===== src/rtl/mult_arbiter.sv =====
// mult_arbiter: two-port arbiter in front of one shared, registered 18x18 signed multiplier.
// Accepts at most one operand pair per cycle and returns each 36-bit product to its issuer
// as a one-cycle pulse, together with the request tag. Responses cannot be stalled.
//
// The multiplier stage matches mult18x18_2c: an operand register followed by a product
// register, enable tied high and cleared by rst. That gives two edges of latency, so LAT
// must stay at 2 unless the multiplier stage changes.
//
// Build option MULT_ARB_FIXED_PRIO_EN: when defined, port 0 always wins contention and the
// round-robin pointer is not built. When undefined (default), arbitration is round-robin.
module mult_arbiter #(
  parameter int unsigned TAGW = 4,
  parameter int unsigned LAT  = 2
) (
  input  logic            clk,
  input  logic            rst,
  // Port 0 request
  input  logic            req0_valid,
  input  logic [17:0]     req0_a,
  input  logic [17:0]     req0_b,
  input  logic [TAGW-1:0] req0_tag,
  output logic            req0_ready,
  // Port 1 request
  input  logic            req1_valid,
  input  logic [17:0]     req1_a,
  input  logic [17:0]     req1_b,
  input  logic [TAGW-1:0] req1_tag,
  output logic            req1_ready,
  // Shared response
  output logic            rsp0_valid,
  output logic            rsp1_valid,
  output logic [35:0]     rsp_p,
  output logic [TAGW-1:0] rsp_tag
);

  logic grant0;
  logic grant1;

  // Multiplier stage
  logic signed [17:0] mul_a_d, mul_a_q;
  logic signed [17:0] mul_b_d, mul_b_q;
  logic signed [35:0] mul_p_d, mul_p_q;

  // In-flight tracking: one {valid, owner, tag} entry per multiplier stage
  logic [LAT-1:0]           trk_vld_d, trk_vld_q;
  logic [LAT-1:0]           trk_own_d, trk_own_q;
  logic [LAT-1:0][TAGW-1:0] trk_tag_d, trk_tag_q;

`ifdef MULT_ARB_FIXED_PRIO_EN

  // Fixed priority: port 1 only gets the multiplier when port 0 is idle
  always_comb begin
    grant0 = 1'b0;
    grant1 = 1'b0;
    if (!rst) begin
      if (req0_valid) begin
        grant0 = 1'b1;
      end else if (req1_valid) begin
        grant1 = 1'b1;
      end
    end
  end

`else

  // Port that last transferred; 1 after reset so port 0 wins the first contention
  logic last_d, last_q;

  // Round-robin: a lone requester always wins, under contention the port != last wins
  always_comb begin
    grant0 = 1'b0;
    grant1 = 1'b0;
    if (!rst) begin
      if (req0_valid && req1_valid) begin
        grant0 = last_q;
        grant1 = ~last_q;
      end else begin
        grant0 = req0_valid;
        grant1 = req1_valid;
      end
    end
  end

  // Pointer moves only when a transfer actually happens
  always_comb begin
    last_d = last_q;
    if (grant0) begin
      last_d = 1'b0;
    end else if (grant1) begin
      last_d = 1'b1;
    end
  end

  // Round-robin pointer register
  always_ff @(posedge clk) begin
    if (rst) begin
      last_q <= 1'b1;
    end else begin
      last_q <= last_d;
    end
  end

`endif

  assign req0_ready = grant0;
  assign req1_ready = grant1;

  // Operand mux into the multiplier; zeros when nothing is granted
  always_comb begin
    mul_a_d = '0;
    mul_b_d = '0;
    if (grant0) begin
      mul_a_d = req0_a;
      mul_b_d = req0_b;
    end else if (grant1) begin
      mul_a_d = req1_a;
      mul_b_d = req1_b;
    end
  end

  // Full-precision product; size casts sign-extend the signed operands before multiplying
  always_comb begin
    mul_p_d = 36'(mul_a_q) * 36'(mul_b_q);
  end

  // Multiplier operand and product registers, advancing every cycle
  always_ff @(posedge clk) begin
    if (rst) begin
      mul_a_q <= '0;
      mul_b_q <= '0;
      mul_p_q <= '0;
    end else begin
      mul_a_q <= mul_a_d;
      mul_b_q <= mul_b_d;
      mul_p_q <= mul_p_d;
    end
  end

  // Tracking shift register: entry 0 reloads every edge, older entries shift along
  always_comb begin
    trk_vld_d    = trk_vld_q;
    trk_own_d    = trk_own_q;
    trk_tag_d    = trk_tag_q;
    trk_vld_d[0] = grant0 | grant1;
    trk_own_d[0] = grant1;
    trk_tag_d[0] = '0;
    if (grant0) begin
      trk_tag_d[0] = req0_tag;
    end else if (grant1) begin
      trk_tag_d[0] = req1_tag;
    end
    for (int unsigned i = 1; i < LAT; i++) begin
      trk_vld_d[i] = trk_vld_q[i-1];
      trk_own_d[i] = trk_own_q[i-1];
      trk_tag_d[i] = trk_tag_q[i-1];
    end
  end

  // Tracking registers; reset drops every in-flight operation
  always_ff @(posedge clk) begin
    if (rst) begin
      trk_vld_q <= '0;
      trk_own_q <= '0;
      trk_tag_q <= '0;
    end else begin
      trk_vld_q <= trk_vld_d;
      trk_own_q <= trk_own_d;
      trk_tag_q <= trk_tag_d;
    end
  end

  // Oldest tracking entry steers the product back to its owner
  always_comb begin
    rsp0_valid = trk_vld_q[LAT-1] & ~trk_own_q[LAT-1];
    rsp1_valid = trk_vld_q[LAT-1] &  trk_own_q[LAT-1];
    rsp_tag    = trk_tag_q[LAT-1];
    rsp_p      = mul_p_q;
  end

endmodule

===== config.mk =====
export PLATFORM = sky130hd
export DESIGN_NAME = mult_arbiter
export DESIGN_NICKNAME = d
export VERILOG_FILES = /design/src/rtl/mult_arbiter.sv
export SDC_FILE = /design/constraint.sdc
export NUM_CORES = 1
export LEC_CHECK = 0
export ABC_CLOCK_PERIOD_IN_PS = 16800
export CAP_MARGIN = 20
export CORE_ASPECT_RATIO = 1.25
export CORE_MARGIN = 2
export CORE_UTILIZATION = 45
export DETAILED_ROUTE_END_ITERATION = 8
export GPL_ROUTABILITY_DRIVEN = 0
export PLACE_DENSITY = 0.62
export SLEW_MARGIN = 10
export SYNTH_ARGS = -nofsm -noshare
export SYNTH_HDL_FRONTEND = slang
export SYNTH_SLANG_ARGS = --single-unit

===== constraint.sdc =====
create_clock -name clk -period 16.8 [get_ports clk]
set_clock_uncertainty 0.1 [all_clocks]
set_input_delay 3.36 -clock clk [delete_from_list [all_inputs] [get_ports clk]]
set_output_delay 3.36 -clock clk [all_outputs]
set_load 0.01 [all_outputs]

======== Yosys cells after proc, flatten, opt, wreduce, memory -nomap -nowiden ========
Index checks and enable logic that the tools add are counted.
cells by class
  multipliers ............................. 1
  multiplexer cells ....................... 12
  bitwise logic cells ..................... 5
  reduce and logical (&&, ||, !) cells .... 2
operators by type and width
  kind               number
  $mux 18            4
  $mul 18x18->36     1
  $mux 4             2
  $mux 1             6
  $and 1x1->1        2
  $not 1->1          2
  $reduce_bool 2->1  1
  $logic_and 1x1->1  1
  $or 1x1->1         1
word-level totals
  bits in registers ....................... 85
  input bits .............................. 84
  output and inout bits ................... 44
  word-level logic and storage cells ...... 28

======== Depth between registers and ports, before layout ========
Gate-level depths: netlist of run 1.
  word-level depth ........................ 5
  depth in mapped cells ................... 26
  mapped depth without buffers ............ 23

======== Least setup slack after synthesis of run 1 ========
OpenSTA, ideal clock, no wires.
  kind .................................... input-to-output
  from .................................... in rst
  to ...................................... out req1_ready
  arrival time ............................ 4.206 ns
  data required time ...................... 13.340 ns
  slack ................................... 9.134 ns
  stages .................................. 3
  path buffers ............................ 2
  cell sequence ........................... buf_2 > a211oi_1 > clkbuf_1
between the ends
  word-level cells in the longest chain between the ends .. 1
ends and longest elaborated chain
  element             line  source
  start: declaration  16    input logic rst,
  $mux 1              73    if (!rst) begin
  end: declaration    28    output logic req1_ready,
Every way passes these cells.

======== Final worst setup path of run 1 ========
  from .................................... in req0_valid
  to ...................................... out req1_ready
between the ends
  word-level cells in the longest chain between the ends .. 3
ends and longest elaborated chain
  element             line  source
  start: declaration  18    input logic req0_valid,
  $logic_and 1x1->1   74    if (req0_valid && req1_valid) begin
  $mux 1              74
  $mux 1              73
Every way passes these cells.

==> metrics list, run 1 <==
- Total count of hold-check failures in the final report: 0
- For this design, the slowest cell found on the critical path is clkdlybuf4s50_1.
- Number of flops mapped to enable cells by yosys: 0
* First drt pass iteration count: 4
* CTS sink cnt: 85
* Initial antenna violation count: 2
- Total power after layout: 1.61 mW
- The number of pins with negative max-slew slack in the final report was 0.
- After detailed placement, the design holds a cell count of 2101.
* Launching point of the worst reg2reg path: mul_a_q[6]$_SDFF_PP0_
- Setup repair after global routing left no endpoint under its margin.
- Cell count after synthesis: 1612
- Summing over every cut layer, the via total after detailed routing is around 11000.
- TritonCTS clock tree: built
- Actual slew at the worst max-slew pin: 0.936 ns
* H-tree depth: 3
- Final ANT Viol Nets: 0
- The worst path in the final design needs a cycle of 8.22 ns, including I/O delays and setup.
- Leakage power of the design: 8.20 nW
* Maximum number of pins on one net before global-route repair: 55
- Number of max-cap violations: 0
- The die is 166 um wide.
- After synthesis the cells add up to 14700 um^2.
- Library cell with the largest summed area after synthesis: fa_1
* Peak supply drop: approximately 120 uV
- Post-CTS Hold Buffers: 0
* Count of buffering cells on the critical path with inverters included: 2
* NumNets Final: 2200
* Number of DRC markers after the initial detailed-route iteration: 337
* Count of non-filler cells in the finished layout: 2115
- The worst setup path is captured at an output pin.
- The worst register-to-register path has a depth of 20.
- Measured against its own limit, the worst slew margin works out to 37.5%.
* CTS clk-pin slew, worst paths: 0.06 ns
- For this run the aggregate overflow at the end of global routing stands at 0.
- Total length of routed wires: approximately 36000 um
* P&R area growth vs syn: 13.1%
- The floorplan step set the die height to 206 um.
- Global routing used 22.1% of the available tracks across all layers.
* Routed length per placed instance: 16.9 um
* Path category of the worst min-delay check: reg -> reg
- Synthesis Warnings: 0
- Register-to-Register Setup Slack: 9.99 ns
- TritonCTS created 9 clock buffers.
* Fillers: 3195
* Worst-path fanout max: 4
* Number of setup buffers added after CTS: 0
- Skew-Pair Late Insertion Delay: between 0.3 and 0.4 ns
* IO Port Bufs: 127
- Counting flops and latches in the post-synthesis netlist gives 85.
- Destination of the worst register-to-register timing path: rsp_p[32]$_SDFF_PP0_
- The floorplan step defined a die boundary enclosing 34100 um^2.
- Of all flip-flops after synthesis, the portion carrying an async set or reset was 0%.
- Achievable frequency: around 120 MHz
* Delay-heaviest family, CP: buffers and inverters
* Number of placement rows: 74
- Summing the sequential cell areas from Yosys gives 11.6% of the chip area.
* Core region area: 32400 um^2
- Clock tree buffer depth: 2
- Most common flop cell mapped by yosys: dfxtp_1
* Count of final setup violators: 0
* Per-instance average area after synthesis: between 9 and 10 um^2
- Run status: finished clean
- Critical path startpoint category: input port
- Yosys mapped the design onto 56 distinct sky130hd cell types.
- Of the cells placed in the final design, the portion with a size suffix greater than 1 is between 2 and 2.5%.
- Mean number of vias per cell: 5.01
- The first global-routing pass estimated 59000 um of wire.
- At the worst endpoint, the arrival time is between 4 and 5 ns.
- Traced cell by cell, the critical path runs through clkdlybuf4s50_1, a211oi_4, clkdlybuf4s50_1.
- By instance count, the cell type seen most on the critical path is clkdlybuf4s50_1.
- In this run the power density over the cells is 97.0 nW/um^2.
- Post-route setup TNS: 0 ns
- After clock tree synthesis, the repair step resized 0 gates.
- Antenna cells: 0
* # IOs: 128
- The via count of the first global-routing pass was 11700.
- The final critical path takes up 48.9% of the cycle.
- Worst hold path cell count: 1
- Kind of critical path: in -> out
* Initial cell density of the core: 45.4%
* Req. time, crit path: 13.34 ns
- For this run, design rule violations remaining after detail routing come to 0.
- The synthesized design devotes to its leading area cell type between 40% and 50% of total area.
- Net count after synthesis: 2118
- Detailed placement ended at an HPWL of 29400 um.
* WHS Endpoint: trk_own_q[1]$_SDFF_PP0_
- In this run the most critical hold path is launched from trk_own_q[0]$_SDFF_PP0_.
- In this design, the stage delay of the slowest critical-path cell is 0.57 ns.
- CTS Root Buffer Type: clkbuf_16
- After synthesis, the cell types taking the most area are fa_1, dfxtp_1, inv_1.
[power by group]
part           internal, mW  switching, mW
sequential            0.243         0.0516
clock                 0.128         0.0779
combinational         0.490          0.621
[cell usage in the layout, fill, tap and decap left out, drive strengths merged, types with 22 or more instances in the layout]
master,Yosys,final
clkdlybuf4s50,0,126
inv,372,372
nand2,160,160
xnor2,22,22
nor2,111,111
dfxtp,85,85
ha,93,93
and2,162,162
a21oi,69,69
nor2b,29,29
fa,329,329
[sequential cells by signal (all words and copies together), names as in the netlist]
| name | flops |
|---|---|
| rsp_tag | 4 |
| trk_vld_q | 2 |
| mul_b_q | 18 |
| mul_a_q | 18 |
| last_q | 1 |
| trk_own_q | 2 |
| rsp_p | 36 |
| trk_tag_d | 4 |
[synthesized netlist by cell type, types with 2 or more instances]
cell type,number
nor3b_1,5
a211oi_1,5
nand3_1,4
nor2b_1,28
a21o_1,14
xnor2_1,22
and2_1,162
o21ai_0,10
nor2_1,111
dfxtp_1,85
ha_1,93
o211ai_1,2
o21ai_1,4
xor2_1,8
clkbuf_1,62
o21bai_1,4
and3_1,3
inv_1,372
fa_1,329
a311oi_1,2
o21a_1,5
nand4_1,2
a21oi_1,67
or4_1,2
nor3_1,11
a31oi_1,3
a21oi_2,2
nand2_1,160
nand2b_1,8
[stage by stage]
step	cell area (um^2)	util (%)	hold WS (ns)	setup slack (ns)
floorplan	14700	-	0.314	9.13
global placement	16300	50.4	0.317	8.62
detailed placement	16300	50.4	0.324	8.60
CTS	16600	51.3	0.339	8.59
global route	16600	51.3	0.354	8.53
finish	16600	51.3	0.336	8.58
[routing by layer]
metal	track usage, %	part of all wire, %	vias up	wire (um)
met5	0	0	-	0
met4	7.27	3.5	0	1250
met3	2.05	2.5	65	882
met2	43.9	57	222	20400
met1	24.6	37	5425	13300
li1	-	-	4874	-
[kinds of logic after synthesis]
logic type,Yosys count,share of synthesized area (%)
adders and majority gates,422,52.7
and+or+nand+nor,507,17.1
buffers and inverters,435,11.1
DFF,85,11.6
AOI/OAI and AO/OA,132,5.64
muxes,1,0.0766
xor gates and xnor gates,30,1.79
[how the worst max path moves through the flow]
| stage | startpoint | end | cells past startpoint | slack [ns] |
|---|---|---|---|---|
| 2_1_floorplan | rst | req1_ready | 3 | 9.13 |
| 3_3_place_gp | req1_valid | req1_ready | 4 | 8.62 |
| 3_5_place_dp | req0_valid | req1_ready | 3 | 8.60 |
| 4_1_cts | req0_valid | req1_ready | 3 | 8.59 |
| 5_1_grt | req1_valid | req1_ready | 4 | 8.53 |
| 6_report | req0_valid | req1_ready | 3 | 8.58 |
[final cells by class]
type	instances	area (um^2)	area share (%)
tap	418	523	3.15
multi-input combinational	1092	11400	68.5
inverter	372	1400	8.40
sequential	85	1700	10.2
timing repair buffer	134	1320	7.93
clock buffer	9	225	1.35
clock inverter	5	77.6	0.467
Power figures use the tool's default switching activity.
==> inputs of run 2 (changes only) <==
- ABC_CLOCK_PERIOD_IN_PS: 16800 -> 8400
- clock period: 16.8 -> 8.4 ns (I/O delays scaled with it)
==> metrics list, run 2 (synthesized netlist as in run 1, its figures left out) <==
- Total congestion overflow after global routing: 0
- Delay-heaviest family, CP: adder cells
* Post-CTS Hold Buffers: 0
* Maximum number of pins on one net before global-route repair: 55
- Once the floorplan was initialized, standard cells occupied 45.4% of the core.
- After detailed routing, the average wire length per cell comes to about 17 um.
* Number of placement rows: 74
* Arrival time reported for the critical path endpoint: 7.02 ns
- TritonCTS Buffers: 9
- The clock tree synthesis step divided the H-tree into 3 levels.
- Number of setup buffers added after CTS: 0
* Clock network power share: 12.5%
* CTS clk-pin slew, worst paths: about 0.070 ns
- The critical path contains buffers and inverters numbering 7 combined.
- Sequential cells burn 18.3% of the power.
- For the worst setup path, the data required time is 8.57 ns.
- Among all stages on the critical path, the largest delay is contributed by dfxtp_1.
* Critical Path Sink: rsp_p[30]$_SDFF_PP0_
* Clock tree buffer depth: 2
- Net switching is about 48% of the power.
- Of all nets on the critical path, the largest fanout is 18.
* Kind of end point of the critical path: register
* First drt pass iteration count: 4
- # IOs: 128
- IO Port Bufs: 127
- The first global-routing pass estimated 59600 um of wire.
* Comb pwr share: 69.2%
- CP cell instances: nand2_1, inv_1, fa_1, inv_1, fa_1, inv_1, ha_1, inv_1, fa_1, inv_1, fa_1, inv_1, fa_1, inv_1, ha_1, nand2_1, nor2_1, a221oi_1, o21ai_0, a31oi_1, a21oi_1, o21a_1, nor3_1
- Kind of critical path: reg -> reg
- Global routing used 22.5% of the available tracks.
* Number of vias in the routed layout: roughly 10000
- The floorplan step defined a core boundary enclosing 32400 um^2.
- For the worst flop-to-flop path, the logic depth is 23.
- Top library cells by usage in the layout, fill and taps aside: inv_1, fa_1, and2_1, nand2_1, clkdlybuf4s50_1
* Depth of the critical timing path with buffers and inverters included: 23
* Horizontal die dimension: approximately 170 um
- Launching point of the worst reg2reg path: mul_a_q[17]$_SDFF_PP0_
* TritonCTS clock tree: built
* Final ANT Viol Nets: 0
- Run status: finished clean
- IR analysis of the VDD net gives a maximum drop of 172 uV.
- Count of unresolved DRC violations after routing: 0
- The tool flagged a number of max-cap violations equal to 0.
- In the finished design, the share of the clock period the worst path needs comes to 81.5%.
- In the routed layout, each cell is associated on average with a via count of about 5.
- The worst setup path is launched from a register.
- Die outline area: between 30000 and 40000 um^2
* Antenna cells: 0
- P&R area growth vs syn: 13.0%
- P per Cell Area: 195 nW/um^2
* Total count of hold-check failures in the final report: 0
- Die height: ~200 um
* Count of cells resized by post-cts repair: 0
- Skew-Pair Late Insertion Delay: 0.36 ns
- Largest incremental delay on the critical path: 0.81 ns
* Destination of the worst register-to-register timing path: rsp_p[30]$_SDFF_PP0_
* Leakage power of the design: slightly above 8 nW
- Once layout is complete, the utilization of the core stands at 51.3%.
* Crit-path most repeated cell: inv_1
* Post-detailed-placement half-perimeter wirelength: 30500 um
* Final hold slack: 0.337 ns
- The initial antenna violation count came to 0.
* Worst setup startpoint: mul_a_q[17]$_SDFF_PP0_
- NumNets Final: between 2000 and 2500
- Internal power: 1.68 mW
* Ratio of cells with drive above 1 in the final layout: 2.12%
- At the pin with the least slew margin, the transition time is ~0.95 ns.
- After routing, the total negative slack on setup checks comes to 0 ns.
- The register with the most flip-flops in the layout has 36 of them.
- Most frequent standard cell in the layout excluding fill and tap cells: inv_1
* Pins over their slew limit: 0
- Final worst path period need: 6.85 ns
- CTS sink cnt: 85
* Headroom to the max-slew limit: roughly 36%
- Number of DRC markers after the initial detailed-route iteration: 347
- Via count of the first global-routing pass: 11600
- Setup repair after global routing missed its margin: false
* Register-to-Register Setup Slack: around 1.6 ns
- For this run, the top clock speed supported by timing is 146 MHz.
* CTS Root Buffer Type: clkbuf_16
* Count of final setup violators: 0
* Path category of the worst min-delay check: reg -> reg
- The final layout contains routed wiring with a total length of about 36000 um.
- In this run the power spent charging and discharging nets is about 1.6 mW.
## run 2: cell count changes in the layout (fill, tap and decap cells not counted)
cell,delta
buf_4,-2
bufinv_16,-2
clkinv_2,-2
clkinv_4,+2
clkinv_8,+1
clkinvlp_4,-1
inv_6,+2
inv_8,+2
## run 2: power by group through the flow
stage / clock network (mW) / registers (mW) / logic (mW)
finish: 0.405 / 0.594 / 2.24
CTS: 0.414 / 0.596 / 2.29
floorplan: 0 / 0.554 / 1.60
global placement: 0 / 0.602 / 2.24
detailed placement: 0 / 0.602 / 2.28
global route: 0.430 / 0.606 / 2.54
## run 2: metrics by stage
| step | setup WS [ns] | cells | instance area (um^2) | total power [mW] |
|---|---|---|---|---|
| final | 1.55 | 2115 | 16600 | 3.24 |
| after global routing | 1.11 | 2115 | 16600 | 3.58 |
| after CTS | 1.52 | 2115 | 16600 | 3.30 |
| after detailed placement | 1.52 | 2099 | 16300 | 2.88 |
| after global placement | 1.63 | 2099 | 16300 | 2.84 |
| after floorplan | 2.35 | 1612 | 14700 | 2.16 |
## run 2: worst min-delay path by stage
| stage | start | to | slack [ns] | depth (start not counted) |
|---|---|---|---|---|
| floorplan | trk_tag_d[4]$_SDFF_PP0_ | rsp_tag[0]$_SDFF_PP0_ | 0.31 | 1 |
| global placement | trk_vld_q[0]$_SDFF_PP0_ | trk_vld_q[1]$_SDFF_PP0_ | 0.32 | 1 |
| detailed placement | trk_tag_d[7]$_SDFF_PP0_ | rsp_tag[3]$_SDFF_PP0_ | 0.32 | 1 |
| CTS | trk_tag_d[7]$_SDFF_PP0_ | rsp_tag[3]$_SDFF_PP0_ | 0.34 | 1 |
| global route | trk_tag_d[5]$_SDFF_PP0_ | rsp_tag[1]$_SDFF_PP0_ | 0.36 | 1 |
| finish | trk_tag_d[7]$_SDFF_PP0_ | rsp_tag[3]$_SDFF_PP0_ | 0.34 | 1 |
## run 2: area by class of cell
| cell class | count | area (um^2) |
|---|---|---|
| fillers | 3034 | 15800 |
| multi-input cells | 1092 | 11400 |
| flip-flops and latches | 85 | 1700 |
| inverters | 372 | 1400 |
| repair buffers | 132 | 1300 |
| well taps | 418 | 523 |
| clock buffers | 9 | 225 |
| clock inverters | 7 | 73.8 |
## run 2: routing by layer
| layer | track usage, % | routed length [um] | vias up |
|---|---|---|---|
| li1 | - | - | 4879 |
| met1 | 24.3 | 13200 | 5359 |
| met2 | 45.2 | 21000 | 180 |
| met3 | 2.05 | 900 | 76 |
| met4 | 8.11 | 1310 | 0 |
| met5 | 0 | 0 | - |
